$ cat src/rtl/int_ctrl.sv
// -----------------------------------------------------------------------------
// int_ctrl -- four-source vectored interrupt controller
//
// The controller latches rising edges on four request lines into a pending
// register. It arbitrates the enabled pending requests with fixed priority,
// where the lowest index wins. The winner is announced to the CPU for exactly
// one cycle: the current PC is pushed and the PC is loaded with the handler
// vector. The controller then waits in service until the control unit
// signals return-from-interrupt. Handlers do not nest. Requests that arrive
// while a handler runs only accumulate in the pending register.
//
// Parameters
//   VEC_BASE    program address of the source 0 handler
//   VEC_STRIDE  address spacing between consecutive source handlers
//
// Ports
//   clk         clock; all state changes on its rising edge
//   reset       asynchronous active-high reset
//   irq         interrupt request lines; bit 0 has the highest priority
//   we_mask     write strobe for the mask register
//   mask_in     new mask value; bit i = 1 enables source i
//   reti        return-from-interrupt strobe, one cycle wide
//   oflow       return-address stack overflow; blocks new interrupts
//   interrupt   pushes the current PC on the return-address stack
//   s_vec       selects vector into the PC next-address mux
//   vector      handler address for active_id
//   in_service  high while a handler is being entered or is executing
//   active_id   index of the source being serviced or last serviced
//   pending     pending-request register
//   mask        current mask register
// -----------------------------------------------------------------------------
module int_ctrl #(
   parameter logic [9:0] VEC_BASE   = 10'd1000,
   parameter logic [9:0] VEC_STRIDE = 10'd4
) (
   input  logic       clk,
   input  logic       reset,
   input  logic [3:0] irq,
   input  logic       we_mask,
   input  logic [3:0] mask_in,
   input  logic       reti,
   input  logic       oflow,
   output logic       interrupt,
   output logic       s_vec,
   output logic [9:0] vector,
   output logic       in_service,
   output logic [1:0] active_id,
   output logic [3:0] pending,
   output logic [3:0] mask
);

   typedef enum logic [1:0] {
      IDLE    = 2'd0,
      TAKE    = 2'd1,
      SERVICE = 2'd2
   } state_t;

   state_t     state_reg, state_next;
   logic [3:0] irq_prev_reg;
   logic [3:0] pending_reg, pending_next;
   logic [3:0] mask_reg, mask_next;
   logic [1:0] active_id_reg, active_id_next;

   logic [3:0] irq_edge;      // one-cycle rising-edge pulses
   logic [3:0] eligible;      // pending and enabled
   logic [1:0] sel_id;        // lowest-index eligible source
   logic       take_start;    // IDLE -> TAKE at this edge
   logic [3:0] take_onehot;   // pending bit being consumed by this take

   // Arbitration always sees the mask as it stands now. A mask write in this
   // cycle only affects arbitration from the next cycle onwards.
   assign eligible = pending_reg & mask_reg;

   always_comb begin
      sel_id = 2'd0;
      casez (eligible)
         4'b???1: sel_id = 2'd0;
         4'b??10: sel_id = 2'd1;
         4'b?100: sel_id = 2'd2;
         4'b1000: sel_id = 2'd3;
         default: sel_id = 2'd0;
      endcase
   end

   // Per-source edge detection and pending update. A new edge wins over the
   // clear of the bit being taken. A request that re-arrives exactly as it is
   // accepted is therefore not lost.
   generate
      for (genvar gi = 0; gi < 4; gi++) begin : g_src
         assign irq_edge[gi]     = irq[gi] & ~irq_prev_reg[gi];
         assign take_onehot[gi]  = take_start & (sel_id == 2'(gi));
         assign pending_next[gi] = irq_edge[gi] | (pending_reg[gi] & ~take_onehot[gi]);
      end
   endgenerate

   // Next-state logic and state-decoded outputs.
   always_comb begin
      state_next = state_reg;
      take_start = 1'b0;
      interrupt  = 1'b0;
      s_vec      = 1'b0;
      in_service = 1'b0;
      unique case (state_reg)
         IDLE: begin
            // A full return-address stack blocks entry. The request stays
            // pending until the stack has room again.
            if ((|eligible) && !oflow) begin
               state_next = TAKE;
               take_start = 1'b1;
            end
         end
         TAKE: begin
            interrupt  = 1'b1;
            s_vec      = 1'b1;
            in_service = 1'b1;
            state_next = SERVICE;
         end
         SERVICE: begin
            in_service = 1'b1;
            if (reti) begin
               state_next = IDLE;
            end
         end
         default: begin
            state_next = IDLE;
         end
      endcase
   end

   assign mask_next      = we_mask ? mask_in : mask_reg;
   assign active_id_next = take_start ? sel_id : active_id_reg;

   always_ff @(posedge clk or posedge reset) begin
      if (reset) begin
         state_reg     <= IDLE;
         irq_prev_reg  <= 4'd0;
         pending_reg   <= 4'd0;
         mask_reg      <= 4'd0;
         active_id_reg <= 2'd0;
      end else begin
         state_reg     <= state_next;
         irq_prev_reg  <= irq;
         pending_reg   <= pending_next;
         mask_reg      <= mask_next;
         active_id_reg <= active_id_next;
      end
   end

   // The vector always follows active_id. The arithmetic is 10 bits wide, so
   // addresses past the top of program memory wrap around.
   assign vector    = VEC_BASE + 10'(active_id_reg) * VEC_STRIDE;
   assign active_id = active_id_reg;
   assign pending   = pending_reg;
   assign mask      = mask_reg;

endmodule

$ cat config.mk
export PLATFORM = sky130hd
export DESIGN_NAME = int_ctrl
export DESIGN_NICKNAME = d
export VERILOG_FILES = /design/src/rtl/int_ctrl.sv
export SDC_FILE = /design/constraint.sdc
export NUM_CORES = 1
export LEC_CHECK = 0
export ABC_AREA = 1
export CORE_ASPECT_RATIO = 0.7
export CORE_MARGIN = 4
export CORE_UTILIZATION = 39
export CTS_BUF_LIST = sky130_fd_sc_hd__clkbuf_4 sky130_fd_sc_hd__clkbuf_8
export CTS_CLUSTER_DIAMETER = 120
export DETAILED_ROUTE_END_ITERATION = 12
export MAX_ROUTING_LAYER = met4
export PLACE_DENSITY = 0.8
export SYNTH_ARGS = -nofsm -noshare
export SYNTH_HDL_FRONTEND = slang
export SYNTH_SLANG_ARGS = --single-unit
$ cat constraint.sdc
create_clock -name clk -period 1 [get_ports clk]
set_input_delay 0.25 -clock clk [delete_from_list [all_inputs] [get_ports clk]]
set_output_delay 0.25 -clock clk [all_outputs]
set_load 0.02 [all_outputs]
After elaboration in Yosys (flattened, before gate mapping)
Index checks and enable logic that the tools add are counted.
{"block": "word_totals", "regBits": 16, "in_bits": 13, "out_inout_bits": 23, "elab_cells": 56}
{"block": "op_classes", "add_sub_neg": 1, "muxes": 8, "n_reduce_logical": 7, "bitwise": 25, "eq_ne": 10}
{"op": "$and A1 B1 Y1", "count": 12}
{"op": "$pmux W2 S3", "count": 2}
{"op": "$eq A2 B2 Y1 const B", "count": 4}
{"op": "$not A1 Y1", "count": 8}
{"op": "$add A6 B5 Y7 const A", "count": 1}
{"op": "$and A4 B4 Y4", "count": 1}
{"op": "$eq A2 B1 Y1 const B", "count": 2}
{"op": "$eq A4 B4 Y1 const B", "count": 1}
{"op": "$logic_not A2 Y1", "count": 2}
{"op": "$mux W1", "count": 4}
{"op": "$mux W2", "count": 2}
{"op": "$ne A2 B2 Y1 const B", "count": 2}
{"op": "$or A1 B1 Y1", "count": 4}
{"op": "$reduce_or A4 Y1", "count": 1}
{"op": "$eq A3 B3 Y1 const B", "count": 1}
{"op": "$reduce_and A2 Y1", "count": 1}
{"op": "$reduce_or A2 Y1", "count": 1}
{"op": "$logic_and A1 B1 Y1", "count": 1}
{"op": "$logic_not A1 Y1", "count": 1}

Depth between registers and ports, before layout
{"block": "logic_depth", "word_depth": 9, "mapped_depth": 7, "ltp_nobuf": 7}

Least setup slack after synthesis
OpenSTA, ideal clock, no wires.
{"block": "synth_path", "kind": "register to output", "start": "reg state_reg[1]", "end": "out s_vec", "setup_slack_ps": -164, "arrival_time_ps": 914, "t_required_ps": 750, "stages_incl_launch_ff": 4, "path_cell_list": "dfrtp_1 -> inv_1 -> ha_1 -> buf_4"}
{"block": "synth_via", "elab_chain_len": 2}
{"element": "start: declaration", "line_no": "58", "source": "state_t state_reg, state_next;"}
{"element": "start signal: assignment", "line_no": "141", "source": "state_reg <= state_next;"}
{"element": "$eq A2 B1 Y1"}
{"element": "$mux W1"}
{"element": "end: declaration", "line_no": "44", "source": "output logic s_vec,"}
Every way passes these cells.

Final worst setup path
{"block": "layout_path", "start": "reg state_reg[1]", "end": "out interrupt"}
{"block": "layout_via", "elab_chain_len": 2}
{"element": "$eq A2 B1 Y1", "line_no": "103", "source": "unique case (state_reg)"}
{"element": "$mux W1", "line_no": "103"}
{"element": "end: declaration", "line_no": "43", "source": "output logic interrupt,"}
Every way passes these cells.

==> summary.txt <==
final cell count without fillers -> 167
Placed Instances -> 148
Synth Register Bits -> 16
RSZ-0062 raised after global routing -> true
post-layout power -> 3.89 mW
initial antenna violation count -> 0
GR Layer Usage met2 -> 27.7%
CTS Sinks -> 16
placed cell area -> 1220 µm²
Crit path arrival time -> 1160 ps
Hold Crit Class -> input port to asynchronous set/reset pin
met1 Use GR -> 15.9%
Ant. Diodes -> 0
drt first pass iters -> 3
Setup Skew -> 7.55 ps
Die Ht -> 46.7 µm
first-pass GRT wire length -> 3260 µm
Mapped Area -> 835 µm²
average cell area after synthesis -> 8.97 µm²
busiest layer in global routing -> met2
max-cap check violation count -> 0
Slew Viols, Final -> 0
Core ar. -> 1940 µm²
largest net degree at the start of global routing -> 17
grt met3 use -> 6.34%
cts hold-fix bufs -> 0
clk root buf -> clkbuf_4
fin crit share -> 141%
critical path type -> flop to output port
final setup fails -> 25
ranking of synthesized cells by area -> dfrtp_1 (48%), nand2_1 (9.4%), buf_4 (9.0%), inv_1 (6.3%), mux2_2 (5.4%)
Worst-path clk slew -> 100 ps
Worst VDD drop -> 1.24 mV
CTS Buf Count -> 3
crit path max fanout -> 3
leakage -> 0.746 nW
port bufs -> 28
via count -> 773
CTS tree -> built
Tot GR Track Use -> 15.1%
via/cell ratio -> 4.63
total wire length -> 2360 µm
Residual DRC -> 0
share of cells above drive strength 1 -> 56.6%
DIE AREA -> 2960 µm²
Cell Pwr Density -> 2520 nW/µm²
Synth Instances -> 93
post-synth top area share -> 48.0%
final worst-path setup slack -> -410 ps
Worst Path Required -> 750 ps
NumNets Final -> 162
worst slack, placed -> -533 ps
leading area contributor after synthesis -> dfrtp_1
H-tree levels -> 1
failing checks -> negative setup slack
synth warn -> 0
CP endpoint kind -> output port
fill count -> 118
Initial Util -> 43.1%
routed len/inst -> 14.1 µm
top-level port count -> 36
post-route cell area -> 1540 µm²
gr ovfl total -> 0
clock tree buffer depth -> 2
GP Congestion -> 0.760
critical path launch point type -> flop
detailed placement HPWL -> 1440 µm
fin util -> 79.8%
Die W -> 63.3 µm
clk_lat worst skew -> 290 ps
row cnt -> 13
DR iter-0 viols -> 8
Hold Fails Final Rpt -> 0
f_max -> 0.709 GHz
Syn-to-layout area delta -> 85.0%
Seq/Total Area, Yosys -> 48.0%
number of global-route vias before repair -> 779
Netlist cell types -> 18
Final Critical Period -> 1410 ps
status -> finished with violations
antenna-violating nets left -> 0
## worst max-delay path, stage by stage, from the launching register on
cell	delay, ps
dfrtp_1	390
inv_2	70
buf_6	120
ha_4	160
buf_6	130
## Yosys cell counts, drive strengths merged
| master | number |
|---|---|
| nand3 | 4 |
| mux2 | 4 |
| o21ai | 6 |
| nor2 | 5 |
| dfrtp | 16 |
| inv | 14 |
| nor3 | 1 |
| conb | 2 |
| nand2 | 26 |
| ha | 3 |
| nand4 | 1 |
| buf | 10 |
| a21oi | 1 |
## kinds of logic (layout without fill, tap and decap cells)
logic type               after synthesis  in the layout  share of synthesized area, %
AO/OA/AOI/OAI                          7              7                          5.55
multiplexers                           4              4                          5.40
buffers and inverters                 24             71                          15.3
AND/OR/NAND/NOR                       37             37                          20.4
other                                  2              7                         0.900
flip-flops                            16             16                          48.0
adder cells (fa/ha/maj)                3              3                          4.50
## stage by stage
| step | TNS [ps] | hold slack [ps] |
|---|---|---|
| 5_1_grt | -6040 | 271 |
| 2_1_floorplan | -593 | 163 |
| 4_1_cts | -4050 | 266 |
| 3_5_place_dp | -7560 | 413 |
| 6_report | -4840 | 274 |
| 3_3_place_gp | -7060 | 401 |
## power breakdown
group	total [mW]	internal [mW]	switching, mW
registers	0.982	0.808	0.174
clock network	0.435	0.222	0.213
logic	2.47	1.29	1.18
total	3.89	2.32	1.57
## layout by cell type, fill, tap and decap left out, types with 3 or more instances in the layout
cell type	n
buf_4	12
buf_6	28
clkbuf_4	3
clkdlybuf4s50_1	12
conb_1	7
dfrtp_1	8
dfrtp_2	8
inv_1	10
mux2_2	4
nand2_1	17
nand2_2	3
nand2_4	3
nand2_8	3
nor2_4	3
o21ai_1	3
## repair_timing
action | CTS | global route
setup buffers | 5 | 10
pin swaps | 7 | 19
resized for setup | 107 | 30
setup endpoints to repair | 24 | 24
## metal layers
| metal | share of wire (%) | up-vias |
|---|---|---|
| met3 | 7.5 | 2 |
| met2 | 51 | 30 |
| met4 | 0.17 | 0 |
| met5 | 0 | - |
| li1 | - | 372 |
| met1 | 41 | 369 |
## final cells by class
cell class	instances	area, µm²	area share [%]
Timing Repair Buffer	53	546	35.3
Tap cell	22	27.5	1.78
Inverter	14	57.6	3.73
Clock buffer	4	36.3	2.35
Sequential cell	16	410	26.6
Multi-Input combinational cell	58	467	30.2
## final timing paths
kind	from	endpoint	slack, ps	depth (start not counted)
worst min-delay path	reset	state_reg[0]	270	3
max in group asynchronous	reset	mask[3]	590	3
worst max-delay path	state_reg[1]	interrupt	-410	4
min in group clk	irq_prev_reg[1]	pending[1]	410	1
worst max register to register	pending[3]	state_reg[1]	-280	8
worst min register to register	irq_prev_reg[1]	pending[1]	410	1
(Power assumes the default switching activity.)
